**config.mk**
```make
export PLATFORM = sky130hd
export DESIGN_NAME = int_log
export DESIGN_NICKNAME = d
export VERILOG_FILES = /design/src/rtl/int_log.sv
export SDC_FILE = /design/constraint.sdc
export NUM_CORES = 1
export LEC_CHECK = 0
export BUFFER_PORTS_ARGS = -buffer_cell sky130_fd_sc_hd__buf_2
export CELL_PAD_IN_SITES_DETAIL_PLACEMENT = 0
export CELL_PAD_IN_SITES_GLOBAL_PLACEMENT = 1
export CORE_MARGIN = 2
export CORE_UTILIZATION = 45
export DETAILED_ROUTE_END_ITERATION = 10
export HOLD_SLACK_MARGIN = 0.02
export PLACE_DENSITY = 0.84
export SETUP_SLACK_MARGIN = 0.05
export SYNTH_ARGS = -nofsm -noshare
export SYNTH_HDL_FRONTEND = slang
export SYNTH_SLANG_ARGS = --single-unit
```
**constraint.sdc**
```tcl
create_clock -name clk -period 9 [get_ports clk]
set_input_delay 0 -clock clk [delete_from_list [all_inputs] [get_ports clk]]
set_output_delay 0 -clock clk [all_outputs]
set_load 0.05 [all_outputs]
```
**src/rtl/int_log.sv**
```systemverilog
// Integer logarithm: largest E with base^E <= value, by repeated multiplication.
// Optional macro INT_LOG_EXACT_EN builds the exact-power flag; otherwise exact is tied to 0.
module int_log (
  input  logic       clk,
  input  logic       rst_n,
  input  logic       start,
  input  logic [3:0] base,
  input  logic [7:0] value,
  output logic [3:0] exp_out,
  output logic       exact,
  output logic       busy,
  output logic       done,
  output logic       error
);

  localparam int unsigned BW = 4;
  localparam int unsigned VW = 8;
  localparam int unsigned EW = 4;
  localparam int unsigned AW = 9;
  localparam int unsigned PW = 12;
  localparam logic [EW-1:0] CNT_MAX = EW'(15);

  typedef enum logic [1:0] {
    S_IDLE = 2'd0,
    S_RUN  = 2'd1,
    S_DONE = 2'd2
  } state_t;

  state_t          state, state_n;
  logic [BW-1:0]   base_q, base_d;
  logic [VW-1:0]   value_q, value_d;
  logic [AW-1:0]   acc, acc_d;
  logic [EW-1:0]   cnt, cnt_d;
  logic [EW-1:0]   exp_d;
  logic            error_d;
  logic            busy_d;
  logic            done_d;
  logic [PW-1:0]   prod_c;
  logic            op_bad_c;
  logic            run_end_c;

  // acc never exceeds value (<= 255), so the 12-bit product is exact
  assign prod_c    = PW'(acc) * PW'(base_q);
  assign op_bad_c  = (base < BW'(2)) || (value == VW'(0));
  assign run_end_c = (prod_c > PW'(value_q)) || (cnt == CNT_MAX);

  // State and datapath registers
  always_ff @(posedge clk or negedge rst_n) begin
    if (!rst_n) begin
      state   <= S_IDLE;
      base_q  <= '0;
      value_q <= '0;
      acc     <= AW'(1);
      cnt     <= '0;
      exp_out <= '0;
      error   <= 1'b0;
      busy    <= 1'b0;
      done    <= 1'b0;
    end else begin
      state   <= state_n;
      base_q  <= base_d;
      value_q <= value_d;
      acc     <= acc_d;
      cnt     <= cnt_d;
      exp_out <= exp_d;
      error   <= error_d;
      busy    <= busy_d;
      done    <= done_d;
    end
  end

  // Next-state logic
  always_comb begin
    state_n = state;
    unique case (state)
      S_IDLE: begin
        if (start) begin
          state_n = op_bad_c ? S_DONE : S_RUN;
        end
      end
      S_RUN: begin
        if (run_end_c) begin
          state_n = S_DONE;
        end
      end
      S_DONE:  state_n = S_IDLE;
      default: state_n = S_IDLE;
    endcase
  end

  // Register next values; busy/done follow the state being entered
  always_comb begin
    base_d  = base_q;
    value_d = value_q;
    acc_d   = acc;
    cnt_d   = cnt;
    exp_d   = exp_out;
    error_d = error;
    busy_d  = (state_n != S_IDLE);
    done_d  = (state_n == S_DONE);
    unique case (state)
      S_IDLE: begin
        if (start) begin
          base_d  = base;
          value_d = value;
          acc_d   = AW'(1);
          cnt_d   = '0;
          exp_d   = '0;
          error_d = op_bad_c;
        end
      end
      S_RUN: begin
        if (run_end_c) begin
          exp_d   = cnt;
          error_d = 1'b0;
        end else begin
          acc_d = AW'(prod_c);
          cnt_d = cnt + EW'(1);
        end
      end
      default: begin
      end
    endcase
  end

`ifdef INT_LOG_EXACT_EN
  logic exact_d;

  always_comb begin
    exact_d = exact;
    if ((state == S_IDLE) && start) begin
      exact_d = 1'b0;
    end else if ((state == S_RUN) && run_end_c) begin
      exact_d = (acc == AW'(value_q));
    end
  end

  always_ff @(posedge clk or negedge rst_n) begin
    if (!rst_n) begin
      exact <= 1'b0;
    end else begin
      exact <= exact_d;
    end
  end
`else
  assign exact = 1'b0;
`endif

endmodule

```
# == Word level (Yosys, flattened, before mapping) ==
# Index checks and enable logic that the tools add are counted.
# totals
word_cells,43
latch_bits,0
output_inout_bits,8
mem_bits_ro,0
in_bits,15
mem_count,0
register_bits,34
ramBits,0
# op_classes
reduce_logical,9
n_eq_ne,6
shifts,0
n_addsub,1
bitwise,0
n_mux,15
div_mod_pow,0
n_mul,1
order_cmp,2
# ops
cell,n
2-to-1 mux 9 bit,2
case mux 9 bit (2 select lines),1
case mux 4 bit (2 select lines),2
greater-than comparator 12 x 8 -> 1 bit,1
multiplier 9 x 4 -> 12 bit,1
2-to-1 mux 4 bit,3
zero test 8 bit,1
2-to-1 mux 2 bit,3
"!= test 2 bit, second input constant",3
AND reduction 3 bit,2
"adder 4 x 1 -> 4 bit, second input constant",1
"equality test 4 bit, second input constant",1
"less-than comparator 4 x 2 -> 1 bit, second input constant",1
case mux 2 bit (2 select lines),1
nonzero test 2 bit,2
"equality test 2 x 1 -> 1 bit, second input constant",1
"equality test 2 bit, second input constant",1
zero test 2 bit,1
logical OR 1 bit,2
2-to-1 mux 1 bit,2
case mux 1 bit (2 select lines),1
AND reduction 2 bit,1

# == Depth between registers and ports, before layout ==
# depth
depth_word,6
mapped_depth,18
ltp_nobuf,17

# == Least setup slack after synthesis ==
# No wires, ideal clock.
# synth_path
path_type,reg2reg
from,reg base_q[3]
to,reg acc[6]
t_arrival_ns,4.377
slack_ns,4.497
path_stages_with_launch,19
required_time_ns,8.875
cell_sequence,dfrtp_1 -> and2_1 -> fa_1 -> inv_1 -> fa_1 -> inv_1 -> ha_1 -> a21oi_1 -> nand2_1 -> or2_2 -> xor2_1 -> ha_1 -> a21oi_1 -> o21ai_0 -> o22a_1 -> nor4_4 -> nand3_2 -> buf_6 -> mux2_4
# synth_via
elab_chain_len,5
word_cells_on_any_way,7
# synth_rtl
element,line_no,text
from (decl),30,"logic [BW-1:0] base_q, base_d;"
from (signal assigned),61,base_q <= base_d;
multiplier 9 x 4 -> 12 bit *,43,assign prod_c = PW'(acc) * PW'(base_q);
greater-than comparator 12 x 8 -> 1 bit,45,assign run_end_c = (prod_c > PW'(value_q)) || (cnt == CNT_MAX);
logical OR 1 bit,45,
!= test 2 bit (no source line),-,
AND reduction 3 bit (no source line),-,
to (signal assigned),53,acc <= AW'(1);
to (signal assigned),63,acc <= acc_d;
to (decl),32,"logic [AW-1:0] acc, acc_d;"
# Every way passes the cells marked *; elsewhere a longest branch is shown, timed or not. The select of a mux whose other input is x is not followed.
# A chain may end at the register's enable or synchronous reset.

# == Worst setup path in the final report ==
# Ends and elaborated chain as after synthesis.

==> metrics.csv <==
stage,metric,value,unit
run_status,status,"finished, final reports clean",
worst_setup_path,stages on the worst setup path,17,
logic_synthesis,dominant synthesized flop cell,dfrtp_1,
timing,Final setup viols,0,
routing,Initial DRC Count,148,
clock_network,CTS H-tree depth,2,
floorplanning,Starting Density,46.3,%
routing,vias,2109,
timing,clock skew,8.61,ps
placed_design,post-detail-place hpwl,4.35,mm
global_routing,total gr overflow,0,
final_layout,fillers,563,
power_and_ir_drop,peak supply drop,0.000210,V
clock_network,maximum clock path buffer count,2,
timing,RSZ-0062 raised after global routing,false,
power_and_ir_drop,Pleak,1.61,nW
worst_setup_path,"Max FO, Critical Path",12,
logic_synthesis,ys async rst share,100,%
floorplanning,Core Region,5890,um^2
routing,DR DRC count,0,
final_layout,final instance area,3110,um^2
routing,Vias/cell,5.14,
logic_synthesis,"Seq/Total Area, Yosys",31.3,%
clock_network,CTS root buf,clkbuf_8,
logic_synthesis,syn avg cell area,9.05,um^2
timing,max-slew violation count,0,
logic_synthesis,syn nets,354,
global_routing,initial antenna violation count,0,
worst_setup_path,type of origin of the critical path,register,
global_routing,largest net degree at the start of global routing,35,
logic_synthesis,mapped cell area,2720,um^2
clock_network,CTS Buf Count,5,
routing,routed wire length,5.83,mm
worst_setup_path,CP endpoint kind,register,
logic_synthesis,"EDFF count, synth",0,
worst_setup_path,arrival time worst endpoint,5140,ps
timing,Fin. Hold Viols,0,
floorplanning,DIE AREA,6690,um^2
final_layout,Antenna diodes,0,
final_layout,register area,852,um^2
timing,Tightest Pin Transition,853,ps
final_layout,Final Core Density,52.9,%
floorplanning,Die Y,81.8,um
logic_synthesis,Ys Warns,0,
final_layout,Nets,387,
timing,headroom to the max-slew limit,43.2,%
worst_setup_path,"Data required, critical path",9180,ps
global_routing,GRT Total Usage,20.5,%
logic_synthesis,Yosys cell types,43,
global_routing,first-pass GRT wire length,10.4,mm
floorplanning,Die W,81.8,um
clock_network,Clock Sinks,34,
worst_setup_path,crit path cell chain,"and2_1, fa_1, inv_1, fa_1, inv_1, ha_1, a21oi_1, nand2_1, or2_2, xor2_1, ha_1, a21oi_1, o21ai_0, o22a_1, nor4_4, nand3_2, mux2_4",
clock_network,worst skew pair latency,290,ps
final_layout,multi-input combinational cell area,1690,um^2
logic_synthesis,Mapped Cells,301,
flow_run,maxcap violations,0,
routing,DR WL/cell,14.2,um
timing,total negative setup slack,0,ps
routing,Final ANT Viol Nets,0,
final_layout,layout cells sized above 1,12.2,%
logic_synthesis,#FFs+latches synth,34,
floorplanning,floorplan row count,28,
timing,fmax,202,MHz
clock_network,post-CTS sizing,0,
worst_setup_path,worst-case reg-to-reg path depth,17,
worst_setup_path,kind of critical path,reg -> reg,
placed_design,Port Buffers,21,
timing,shortest period the worst path allows,4960,ps
clock_network,"Reg clk slew, reported paths",70,ps
timing,Final Cycle Share,55.1,%
routing,drt pass-1 iters,4,
placed_design,final RePlAce weighted congestion,0.820,
worst_setup_path,critical path's slowest cell,fa_1,
placed_design,placed cell count,388,
clock_network,CTS tree,done,
final_layout,fin cells,410,
global_routing,vias in the first global route,2231,
placed_design,placed cell area,2880,um^2
power_and_ir_drop,pwr dens,276,nW/um^2
worst_setup_path,"slowest stage delay, CP",550,ps
clock_network,Post CTS Setup Buffer Count,0,
final_layout,Area Overhead vs Synth,14.3,%
worst_setup_path,CP Buf/Inv Count,2,
worst_setup_path,CP top delay family,adder cells,
floorplanning,IO Count,23,
power_and_ir_drop,total chip power,0.858,mW
hold_path,Min-Delay Path Class,in -> async,
sequential cells by signal, indices dropped and copies added (netlist names):
register and flops:
base_q 4, state 2, value_q 8, acc 9
cnt 4, busy 1, error 1, exp_out 4
done 1
per-layer routing:
layer	global-route usage, %	wire, um	up-vias
li1	-	-	1065
met1	27.6	2860	1020
met2	34.2	2800	17
met3	2.97	101	7
met4	6.00	74	0
met5	0	0	-
layout by cell type (no fill, tap or decap), types with 3 or more instances in the layout:
master / Yosys / routed
inv_1: 37 / 37
fa_1: 14 / 14
a21o_1: 4 / 4
dlygate4sd3_1: 0 / 14
xnor2_1: 4 / 4
dfrtp_1: 33 / 33
a21oi_1: 11 / 11
o21ai_0: 13 / 13
buf_2: 0 / 21
mux2i_1: 8 / 8
nor2b_1: 5 / 5
ha_1: 24 / 24
nand4_1: 4 / 4
and2_1: 33 / 33
clkbuf_8: 0 / 6
nor3_1: 5 / 5
nor2_1: 10 / 10
mux2_4: 3 / 3
nand2_1: 46 / 46
nand3_1: 4 / 4
through the flow:
| step | hold slack (ps) | setup WS, ps |
|---|---|---|
| 2_1_floorplan | -296 | 4500 |
| 3_3_place_gp | 97.7 | 4160 |
| 3_5_place_dp | 115 | 4080 |
| 4_1_cts | 331 | 4050 |
| 5_1_grt | 414 | 3700 |
| 6_report | 315 | 4040 |
Yosys cell counts (3+ instances only):
cell	count	share of area [%]
nand2_1	46	6.3
inv_1	37	5.1
and2_1	33	7.6
dfrtp_1	33	30
ha_1	24	11
fa_1	14	10
o21ai_0	13	2.4
a21oi_1	11	2.0
nor2_1	10	1.4
mux2i_1	8	2.9
clkbuf_1	7	0.97
nor2b_1	5	1.1
nor3_1	5	0.92
a21o_1	4	1.1
nand3_1	4	0.74
nand4_1	4	0.92
xnor2_1	4	1.3
mux2_4	3	1.7
layout make-up:
cell class                 count  share of cell area, %
multi-input combinational    221                   54.2
sequential                    34                   27.4
timing repair buffer          35                   7.88
inverter                      37                   4.46
tap                           75                   3.02
clock buffer                   6                   2.65
clock inverter                 2                  0.402
kinds of logic after synthesis:
group                      count (synthesis)  synth area share, %
AOI/OAI and AO/OA                         44                 10.4
xor gates and xnor gates                   6                 1.93
adders and majority gates                 38                 21.3
buffers and inverters                     46                 6.76
DFF                                       34                 31.3
muxes                                     13                 5.42
other                                      1                0.138
and+or+nand+nor                          119                 22.7
worst paths after layout:
check,from,end,slack [ps]
max,base_q[3],acc[6],4040
min,rst_n,busy,320
max reg2reg,base_q[3],acc[6],4040
min reg2reg,state[1],busy,470
max in group asynchronous,rst_n,base_q[3],8190
min in group clk,base[0],base_q[0],430
what timing repair did:
action,4_1_cts,5_1_grt
endpoints found under the setup margin,0,0
hold buffers,14,0
endpoints found under the hold margin,46,0
power breakdown:
group | internal, mW | switching (mW)
sequential | 0.210 | 0.0502
combinational | 0.196 | 0.282
clock | 0.0615 | 0.0596
total | 0.467 | 0.391
(Power assumes the default switching activity.)
